File: src/rtl/serial_adder_ctrl_pkg.sv
// Shared definitions for the bit-serial adder controller: FSM state
// encoding, state decode and counter sizing helpers.
package serial_adder_ctrl_pkg;

  // FSM state encoding; 2'd3 is never entered and decodes to IDLE.
  localparam logic [1:0] ST_IDLE = 2'd0;
  localparam logic [1:0] ST_RUN  = 2'd1;
  localparam logic [1:0] ST_DONE = 2'd2;

  // Map the raw state register onto a legal state so that an
  // unreachable encoding behaves exactly like IDLE.
  function automatic logic [1:0] decode_state(input logic [1:0] st);
    logic [1:0] res;
    case (st)
      ST_IDLE: res = ST_IDLE;
      ST_RUN:  res = ST_RUN;
      ST_DONE: res = ST_DONE;
      default: res = ST_IDLE;
    endcase
    return res;
  endfunction

  // Bit counter width: enough to index WIDTH bits, never narrower than 1.
  function automatic int cnt_width(input int w);
    return (w > 1) ? $clog2(w) : 1;
  endfunction

endpackage

File: src/rtl/fa_from_ha.sv
// 1-bit full adder assembled from two half adders and an OR gate.
// The first half adder combines the operand bits, the second folds in the
// carry-in; at most one of the two partial carries can be set, so OR-ing
// them yields the full-adder carry-out.
module fa_from_ha (
  input  logic a,
  input  logic b,
  input  logic ci,
  output logic s,
  output logic co
);

  logic s1;
  logic c1;
  logic c2;

  halfadder u_ha0 (
    .a (a),
    .b (b),
    .s (s1),
    .c (c1)
  );

  halfadder u_ha1 (
    .a (s1),
    .b (ci),
    .s (s),
    .c (c2)
  );

  assign co = c1 | c2;

endmodule

File: src/rtl/halfadder.sv
// 1-bit half adder cell: sum is the XOR, carry is the AND of the inputs.
module halfadder (
  input  logic a,
  input  logic b,
  output logic s,
  output logic c
);

  assign s = a ^ b;
  assign c = a & b;

endmodule

File: src/rtl/serial_adder_ctrl.sv
// Bit-serial WIDTH-bit adder controller. A single full-adder cell is
// time-shared across the operand bits, LSB first, one bit per clock.
// Operands are taken with a valid/ready handshake in IDLE, processed over
// WIDTH cycles in RUN, and the result is presented in DONE until the
// consumer accepts it.
module serial_adder_ctrl
  import serial_adder_ctrl_pkg::*;
#(
  parameter int WIDTH = 8
) (
  input  logic             clk,
  input  logic             rst_n,
  input  logic             in_valid,
  output logic             in_ready,
  input  logic [WIDTH-1:0] a,
  input  logic [WIDTH-1:0] b,
  input  logic             cin,
  output logic             out_valid,
  input  logic             out_ready,
  output logic [WIDTH-1:0] sum,
  output logic             cout
);

  localparam int CW = cnt_width(WIDTH);
  localparam logic [CW-1:0] CNT_LAST = CW'(WIDTH - 1);

  // FSM state (raw register and its legalised decode)
  logic [1:0]       state_reg;
  logic [1:0]       state_next;
  logic [1:0]       cur_state;

  // Operand and result shift registers, running carry and bit counter
  logic [WIDTH-1:0] a_sh_reg;
  logic [WIDTH-1:0] b_sh_reg;
  logic [WIDTH-1:0] res_sh_reg;
  logic             carry_reg;
  logic [CW-1:0]    cnt_reg;

  // Registered outputs, captured on the final bit so they stay frozen in DONE
  logic [WIDTH-1:0] sum_reg;
  logic             cout_reg;

  // Full-adder cell outputs for the current bit
  logic             fa_s;
  logic             fa_co;

  logic             accept;
  logic             last_bit;

  assign cur_state = decode_state(state_reg);
  assign accept    = (cur_state == ST_IDLE) && in_valid;
  assign last_bit  = (cur_state == ST_RUN) && (cnt_reg == CNT_LAST);

  // Handshake flags come from registered state only.
  assign in_ready  = (cur_state == ST_IDLE);
  assign out_valid = (cur_state == ST_DONE);
  assign sum       = sum_reg;
  assign cout      = cout_reg;

  // The shared adder cell always looks at the LSBs of the shift registers.
  fa_from_ha u_fa (
    .a  (a_sh_reg[0]),
    .b  (b_sh_reg[0]),
    .ci (carry_reg),
    .s  (fa_s),
    .co (fa_co)
  );

  // Next-state logic: IDLE -> RUN on accept, RUN -> DONE on the last bit,
  // DONE -> IDLE once the consumer takes the result.
  always_comb begin
    state_next = cur_state;
    case (cur_state)
      ST_IDLE: if (in_valid)  state_next = ST_RUN;
      ST_RUN:  if (last_bit)  state_next = ST_DONE;
      ST_DONE: if (out_ready) state_next = ST_IDLE;
      default: state_next = ST_IDLE;
    endcase
  end

  // State register; reset abandons any operation in flight.
  always_ff @(posedge clk or negedge rst_n) begin
    if (!rst_n) begin
      state_reg <= ST_IDLE;
    end else begin
      state_reg <= state_next;
    end
  end

  // Datapath: load operands on accept, then shift one bit per clock in RUN.
  always_ff @(posedge clk or negedge rst_n) begin
    if (!rst_n) begin
      a_sh_reg   <= '0;
      b_sh_reg   <= '0;
      res_sh_reg <= '0;
      carry_reg  <= 1'b0;
      cnt_reg    <= '0;
    end else if (accept) begin
      a_sh_reg   <= a;
      b_sh_reg   <= b;
      carry_reg  <= cin;
      cnt_reg    <= '0;
    end else if (cur_state == ST_RUN) begin
      a_sh_reg   <= {1'b0, a_sh_reg[WIDTH-1:1]};
      b_sh_reg   <= {1'b0, b_sh_reg[WIDTH-1:1]};
      res_sh_reg <= {fa_s, res_sh_reg[WIDTH-1:1]};
      carry_reg  <= fa_co;
      cnt_reg    <= cnt_reg + 1'b1;
    end
  end

  // Output capture: the full result is known at the last-bit edge, so sum
  // takes the shift register with the final bit already merged in.
  always_ff @(posedge clk or negedge rst_n) begin
    if (!rst_n) begin
      sum_reg  <= '0;
      cout_reg <= 1'b0;
    end else if (last_bit) begin
      sum_reg  <= {fa_s, res_sh_reg[WIDTH-1:1]};
      cout_reg <= fa_co;
    end
  end

endmodule

File: config.mk
export PLATFORM = sky130hd
export DESIGN_NAME = serial_adder_ctrl
export DESIGN_NICKNAME = d
export VERILOG_FILES = /design/src/rtl/serial_adder_ctrl_pkg.sv /design/src/rtl/fa_from_ha.sv /design/src/rtl/halfadder.sv /design/src/rtl/serial_adder_ctrl.sv
export SDC_FILE = /design/constraint.sdc
export NUM_CORES = 1
export LEC_CHECK = 0
export CAP_MARGIN = 40
export CORE_ASPECT_RATIO = 1.2
export CORE_MARGIN = 2
export CORE_UTILIZATION = 52
export DETAILED_ROUTE_END_ITERATION = 12
export GPL_TIMING_DRIVEN = 0
export PLACE_DENSITY = 0.91
export SETUP_SLACK_MARGIN = 0.2
export SYNTH_ARGS = -nofsm -noshare
export SYNTH_HDL_FRONTEND = slang
export SYNTH_SLANG_ARGS = --single-unit
File: constraint.sdc
create_clock -name clk -period 1.9 [get_ports clk]
set_clock_uncertainty 0.1 [all_clocks]
set_input_delay 0.38 -clock clk [delete_from_list [all_inputs] [get_ports clk]]
set_output_delay 0.38 -clock clk [all_outputs]
set_load 0.01 [all_outputs]
Word level (Yosys, flattened, before mapping)
Index checks and enable logic that the tools add are counted.

Bits in registers: 39. Bits of input ports: 21.

$add $sub $neg: 1. Eq/ne operators: 5. Muxes and demuxes: 13. Bitwise logic cells: 6. Reduce and logical (&&, ||, !) cells: 5.

Operators with widths (number): 8-bit 2-to-1 mux (4); 2-bit 2-to-1 mux (3); 3-bit 2-to-1 mux (2); 2-bit one-hot mux with 3 select lines (1); 2-bit by 1-bit equality test with 1-bit output (second input constant) (2); 2-bit equality test (second input constant) (2); 2-bit one-hot mux with 2 select lines (1); 3-bit by 1-bit adder with 3-bit output (second input constant) (1); 3-bit equality test (second input constant) (1); 1-bit bitwise AND (2); 1-bit logical AND (2); 2-bit zero test (1); 1-bit 2-to-1 mux (2); 2-bit AND reduction (1); 2-bit nonzero test (1); 1-bit XOR (2); 1-bit NOT (1); 1-bit bitwise OR (1).

Longest topological paths before layout
Gate-level depths: netlist (run 1).

Depth in word-level cells: 6. Mapped depth: 7. Depth with buffers taken out: 5.

Hierarchy
A second synthesis (run 1) with hierarchy kept.

Cell total of the unflattened synthesis: 140. Area total of the unflattened synthesis: 1838.0 um^2.

Modules (own cells, without submodules): serial_adder_ctrl (instances 1, cells each 137, area an instance 1806.7 um^2, seq. area each 950.9 um^2); halfadder (instances 2, cells each 1, area an instance 12.5 um^2, seq. area each 0.0 um^2); fa_from_ha (instances 1, cells each 1, area an instance 6.3 um^2, seq. area each 0.0 um^2).

Worst setup path before layout (run 1)
OpenSTA, ideal clock, no wires.

Path type: flip-flop to flip-flop. Start point: register state_reg[0]. End point: register carry_reg. Arrival time: 1.276 ns. Slack: 0.405 ns. Cell stages (with the launch flop): 8. Clock period less this slack: 1.495 ns. Cell sequence: dfrtp_1 -> inv_1 -> ha_1 -> and2_4 -> buf_12 -> buf_6 -> nand2_1 -> o21ai_2.

Word-level cells in the longest chain between the ends: 5. Elaborated cells on any way between the ends: 8.

Ends and longest elaborated chain: start: declaration (line serial_adder_ctrl.sv:28) `logic [1:0] state_reg;`; start signal: assignment (line serial_adder_ctrl.sv:86) `state_reg <= state_next;`; 2-bit equality test / 2-bit by 1-bit equality test with 1-bit output (equally long branches) (line serial_adder_ctrl_pkg.sv:14) `case (st)`; 2-bit one-hot mux with 2 select lines * (line serial_adder_ctrl_pkg.sv:14); 2-bit zero test *; net in_ready (line serial_adder_ctrl.sv:14) `output logic in_ready,`; 1-bit logical AND * (line serial_adder_ctrl.sv:51) `assign accept = (cur_state == ST_IDLE) && in_valid;`; 1-bit 2-to-1 mux / 2-bit nonzero test (equally long branches); end signal: assignment (line serial_adder_ctrl.sv:101) `carry_reg <= cin;`; end signal: assignment (line serial_adder_ctrl.sv:107) `carry_reg <= fa_co;`; end: declaration (line serial_adder_ctrl.sv:36) `logic carry_reg;`.

The timed path passes the listed nets; every way through them passes the cells marked *. A chain may end at the register's enable or synchronous reset.

Worst setup path after layout (run 1)
Start point: register sum_reg[0], in the netlist sum[0]. End point: output port sum[0].

RTL lines: start: declaration (line serial_adder_ctrl.sv:40) `logic [WIDTH-1:0] sum_reg;`; start signal: assignment (line serial_adder_ctrl.sv:119) `sum_reg <= {fa_s, res_sh_reg[WIDTH-1:1]};`; end: declaration (line serial_adder_ctrl.sv:20) `output logic [WIDTH-1:0] sum,`.

No word-level cell between the ends.

==> results of run 1 <==
cells in the final DEF, fill, tap and decap left out, types with 2 or more instances in the layout:
cell type / n
inv_1: 2
dfrtp_1: 37
nand2_1: 18
mux2_2: 9
o21ai_1: 6
ha_1: 3
buf_8: 2
clkdlybuf4s50_1: 24
buf_6: 5
buf_2: 2
o22ai_1: 2
mux2_4: 7
nor2_1: 3
nand2b_1: 3
clkbuf_8: 6
dlymetal6s2s_1: 3
mux2i_1: 17
o21ai_2: 11
cells in the mapped netlist (3+ instances only):
cell type | count | area, um^2
ha_1 | 5 | 62.6
mux2_2 | 9 | 101
nand2_1 | 18 | 67.6
nand2b_1 | 3 | 18.8
mux2i_1 | 17 | 170
buf_6 | 5 | 56.3
inv_1 | 3 | 11.3
o21ai_1 | 6 | 30.0
nor2_1 | 3 | 11.3
dfrtp_1 | 38 | 951
o21ai_2 | 11 | 96.3
mux2_4 | 7 | 105
final timing paths:
path / from / depth (start not counted) / endpoint
worst min-delay path: rst_n / 1 / sum[0]
worst min register to register: sum[3] / 1 / sum[3]
worst max-delay path: sum[0] / 1 / sum[0]
worst max register to register: state_reg[1] / 7 / carry_reg
max in group asynchronous: rst_n / 1 / state_reg[1]
min in group clk: sum[3] / 1 / sum[3]
worst reg2reg max path, stage by stage (launching register included):
cell and delay, ns:
dfrtp_2 0.45, ha_4 0.25, buf_4 0.13, and2_4 0.14, buf_12 0.14, buf_6 0.14
nand2_1 0.09, o21ai_2 0.06
layout make-up:
cell class / instances / area, um^2
Multi-Input combinational cell: 89 / 763
Buffer: 8 / 106
Fill cell: 256 / 1060
Timing Repair Buffer: 32 / 309
Clock inverter: 1 / 5.00
Tap cell: 37 / 46.3
Inverter: 3 / 11.3
Clock buffer: 7 / 86.3
Sequential cell: 38 / 952
power breakdown:
part           switching [mW]  leakage [nW]  internal [mW]  total [mW]
clock                   0.277        0.0482          0.292       0.569
combinational           0.736         0.604          0.964        1.70
sequential              0.232         0.475           1.18        1.41
total                    1.24          1.13           2.43        3.68
per-stage QoR:
step	worst slack (ns)	hold slack (ns)	power, mW
6_report	0.242	0.0705	3.68
5_1_grt	0.203	0.132	3.91
4_1_cts	0.187	0.103	3.72
3_5_place_dp	0.118	0.393	3.12
3_3_place_gp	-0.434	0.387	3.00
2_1_floorplan	0.405	-0.0156	2.61
kinds of logic (layout without fill, tap and decap cells):
kind of cell	Yosys count	count (layout)	synth area share, %
compound gates	20	20	7.92
xor+xnor	1	1	0.482
fa+ha+maj	6	6	4.55
buf+inv	11	51	6.47
flops	38	38	52.3
mux	33	33	20.7
simple gates	29	29	7.51
what timing repair did:
item	CTS	global route
setup buffers	1	0
endpoints found under the setup margin	3	5
pin swaps	1	0
gates resized for setup	10	5
per-layer routing:
layer,share of wire (%),global-route usage [%],wire length (um)
met1,38,21.1,1300
met2,53,32.8,1830
met3,5.3,5.60,181
met4,3.5,11.6,121
met5,0,0,0
==> impl_metrics.json, run 1 <==
{
  "drv_cap": 0,
  "synth_fp_nets": 165,
  "synth_cells": 138,
  "end_kind": "output pin",
  "core-area_mm2": 0.00334,
  "antennaDiodeCount": 0,
  "final_cells": 215,
  "num_rows": 23,
  "htree_num_levels": 2,
  "synthDistinctLibCells": 23,
  "dieArea_mm2": 0.00398,
  "critPathKind": "reg2out",
  "fmax_mhz": 603,
  "crit_slowest_cell": "clkdlybuf4s50_1",
  "ys_ff_latch": 38,
  "dp_hpwl_um": 2400,
  "tightest_slew_ns": 0.813,
  "finalHoldViolCount": 0,
  "cts_made_buffers": 5,
  "rsz0062_at_grt": "false",
  "final.min_clock_period_ns": 1.66,
  "path_buf_inv": 1,
  "worstSkewPairLatency_ns": 0.29,
  "startpoint_type": "register",
  "hold_path_class": "in2async",
  "netlist_area_mm2": 0.00182,
  "clk_pin_slew_ns": 0.07,
  "antenna_found_initial": 0,
  "wl_um": 3430,
  "via_count": 1188,
  "wl_per_cell_um": 16.0,
  "clock-root-buffer": "clkbuf_8",
  "setup-tns-final_ns": 0,
  "gp_congestion": 0.782,
  "fin_crit_sh_pct": 87.2,
  "ys_seq_area_share_pct": 52.3,
  "dieHeight_um": 68.8,
  "fin_util_pct": 68.3,
  "avgSynthCellArea_um2": 13.2,
  "path_delay_family": "buffers and inverters",
  "ys_async_sr_fraction_pct": 100,
  "io_buffers": 31,
  "vdd_drop_max_mv": 1.07,
  "dp_cells": 206,
  "die_width_um": 58.0,
  "cts.sink_count": 38,
  "place_area_mm2": 0.00217,
  "num_io_pins": 32,
  "ant_nets": 0,
  "ys.flop_type": "dfrtp_1",
  "crit_required_ns": 1.42,
  "reg2reg_setup_slack_ns": 0.29,
  "drv_slew": 0,
  "vias_per_cell": 5.53,
  "tritoncts": "yes",
  "final_nets": 204,
  "setup_violations": 0,
  "p_per_area_mw_per_mm2": 1610,
  "clock_tree.buffer_depth": 2,
  "grt_pass1_vias": 1163,
  "final_area_mm2": 0.00228,
  "drtPass1Iterations": 4,
  "crit_arrival_ns": 1.18,
  "grt_pass1_wl_um": 5440,
  "start_util_pct": 54.4,
  "leakagePower_nw": 1.13,
  "grt_overflow": 0,
  "maxSlewHeadroom_pct": 45.8,
  "run_status": "finished, final reports clean",
  "grt_max_degree": 39,
  "ctsHoldBuffers": 0,
  "syn2layout_area_growth_pct": 25.5,
  "drive_above_1_share_pct": 29.2,
  "grt_usage_pct": 19.2,
  "ys_warn_count": 0,
  "synth_edf_count": 0,
  "drt-initial-drc-count": 44,
  "cp_max_fo": 2,
  "slowest_delay_ns": 0.54,
  "drc": 0,
  "cp_cell_sequence": "clkdlybuf4s50_1"
}
Power figures use the tool's default switching activity.
==> run 2: changes to the inputs <==
--- a/config.mk
+++ b/config.mk
@@ -9,6 +9,7 @@
 export CORE_ASPECT_RATIO = 1.2
 export CORE_MARGIN = 2
 export CORE_UTILIZATION = 52
+export CTS_CLUSTER_SIZE = 24
 export DETAILED_ROUTE_END_ITERATION = 12
 export GPL_TIMING_DRIVEN = 0
 export PLACE_DENSITY = 0.91
==> results of run 2 <==
Same layout as run 1: the final DEF is identical, and so are final timing and power.
==> run 3: changes to the inputs <==
--- a/config.mk
+++ b/config.mk
@@ -6,14 +6,17 @@
 export NUM_CORES = 1
 export LEC_CHECK = 0
 export CAP_MARGIN = 40
+export CELL_PAD_IN_SITES_DETAIL_PLACEMENT = 2
+export CELL_PAD_IN_SITES_GLOBAL_PLACEMENT = 2
 export CORE_ASPECT_RATIO = 1.2
 export CORE_MARGIN = 2
-export CORE_UTILIZATION = 52
+export CORE_UTILIZATION = 35
 export CTS_CLUSTER_SIZE = 24
 export DETAILED_ROUTE_END_ITERATION = 12
 export GPL_TIMING_DRIVEN = 0
-export PLACE_DENSITY = 0.91
+export PLACE_DENSITY = 0.9
 export SETUP_SLACK_MARGIN = 0.2
 export SYNTH_ARGS = -nofsm -noshare
 export SYNTH_HDL_FRONTEND = slang
 export SYNTH_SLANG_ARGS = --single-unit
+export TNS_END_PERCENT = 100
==> constraint.sdc (replaced) <==
create_clock -name clk -period 1.9 [get_ports clk]
set_clock_uncertainty 0.1 [all_clocks]
set_input_delay 0.38 -clock clk [delete_from_list [all_inputs] [get_ports clk]]
set_output_delay 0.38 -clock clk [all_outputs]
set_load 0.005 [all_outputs]
==> impl_metrics.json, run 3 (same netlist as run 1, synthesis figures left out) <==
{
  "worstReg2RegStart": "state_reg[0]",
  "final.min_clock_period_ns": 1.65,
  "num_io_pins": 32,
  "dieArea_mm2": 0.00579,
  "clk_pin_slew_ns": 0.08,
  "drc": 0,
  "critPathKind": "reg2reg",
  "core-area_mm2": 0.00497,
  "tritoncts": "yes",
  "clock_tree.buffer_depth": 2,
  "crit_arrival_ns": 1.72,
  "rsz0062_at_grt": "false",
  "r2r_end": "b_sh_reg[3]",
  "dp_cells": 229,
  "crit_required_ns": 1.97,
  "grt_max_degree": 39,
  "whs_ns": 0.101,
  "tightest_slew_ns": 0.870,
  "wl_um": 4570,
  "fmax_mhz": 606,
  "cp_max_fo": 10,
  "ant_nets": 0,
  "wl_per_cell_um": 19.2,
  "antenna_found_initial": 0,
  "grt_pass1_vias": 1433,
  "drive_above_1_share_pct": 29.8,
  "final_cells": 238,
  "place_area_mm2": 0.00220,
  "maxSlewHeadroom_pct": 42.0,
  "finalPower_mw": 3.87,
  "grt_overflow": 0,
  "start_util_pct": 36.5,
  "grt_usage_pct": 17.2,
  "cts.sink_count": 38,
  "final_area_mm2": 0.00233,
  "worstSkewPairLatency_ns": 0.29,
  "clock-root-buffer": "clkbuf_8",
  "layout_commonest_cell": "dfrtp_1",
  "final_nets": 204,
  "end_kind": "register",
  "die_width_um": 69.8,
  "dieHeight_um": 82.9,
  "reg2reg_setup_slack_ns": 0.25,
  "num_rows": 28,
  "drtPass1Iterations": 2,
  "leakagePower_nw": 1.10,
  "p_per_area_mw_per_mm2": 1660,
  "fill_cells": 511,
  "regArea_um2": 952,
  "gp_congestion": 0.795,
  "htree_num_levels": 2,
  "startpoint_type": "register",
  "drv_slew": 0,
  "io_buffers": 31,
  "antennaDiodeCount": 0,
  "dp_hpwl_um": 3250,
  "setup_violations": 0,
  "grt_pass1_wl_um": 7510,
  "layout_common_cells": "37 x dfrtp_1, 27 x clkdlybuf4s50_1, 17 x mux2i_1, 16 x nand2_1, 13 x o21ai_2",
  "run_status": "finished, final reports clean",
  "multi_input_area_um2": 773,
  "via_count": 1207,
  "drv_cap": 0,
  "vias_per_cell": 5.07,
  "fin_crit_sh_pct": 86.8,
  "vdd_drop_max_mv": 0.816,
  "finalHoldViolCount": 0,
  "drt-initial-drc-count": 24,
  "cts_made_buffers": 5,
  "syn2layout_area_growth_pct": 28.3,
  "ff2ff_path_depth": 8,
  "hold_path_class": "in2async",
  "fin_util_pct": 46.9
}
[run 3: final cells by class]
cell class                 instances  share of cell area, %
buffer                             8                   4.56
clock buffer                       7                   3.27
clock inverter                     1                   1.29
inverter                           3                  0.483
multi-input combinational         89                   33.2
sequential                        38                   40.8
tap                               60                   3.22
timing repair buffer              32                   13.2
[run 3: timing repair]
action	4_1_cts	5_1_grt
gates resized for setup	5	8
setup endpoints to repair	3	4
pin swaps	1	1
buffers inserted	1	0
hold buffers	0	0
[run 3: through the flow]
stage / setup TNS, ns / setup slack (ns)
2_1_floorplan: 0 / 0.437
3_3_place_gp: -17.73 / -0.469
3_5_place_dp: 0 / 0.125
4_1_cts: 0 / 0.164
5_1_grt: 0 / 0.196
6_report: 0 / 0.251
[run 3: worst max path at each step]
| stage | cells past startpoint | to | slack (ns) | from |
|---|---|---|---|---|
| after detailed placement | 3 | in_ready | 0.13 | state_reg[0] |
| final | 8 | b_sh_reg[3] | 0.25 | state_reg[0] |
| after floorplan | 7 | carry_reg | 0.44 | state_reg[0] |
| after CTS | 2 | in_ready | 0.16 | state_reg[1] |
| after global placement | 1 | sum[1] | -0.47 | rst_n |
| after global routing | 8 | b_sh_reg[3] | 0.20 | state_reg[0] |
[run 3: where the power goes]
part | total [mW] | internal [mW] | switching (mW) | leakage [nW]
clock network | 0.678 | 0.393 | 0.285 | 0.0524
logic | 1.77 | 0.981 | 0.786 | 0.568
registers | 1.43 | 1.18 | 0.251 | 0.475
total | 3.87 | 2.55 | 1.32 | 1.10
[run 3: critical path: stages (launching register included)]
cell,delay [ns]
dfrtp_1,0.40
inv_2,0.09
ha_4,0.21
buf_4,0.14
and2_4,0.14
buf_12,0.14
buf_8,0.14
nand2_2,0.09
o21ai_2,0.07
[run 3: layer usage]
metal	up-vias	part of all wire (%)	track usage, %
met2	26	58	32.1
met4	0	1.9	7.17
li1	547	-	-
met1	626	37	18.3
met5	-	0	0
met3	8	3.2	3.88
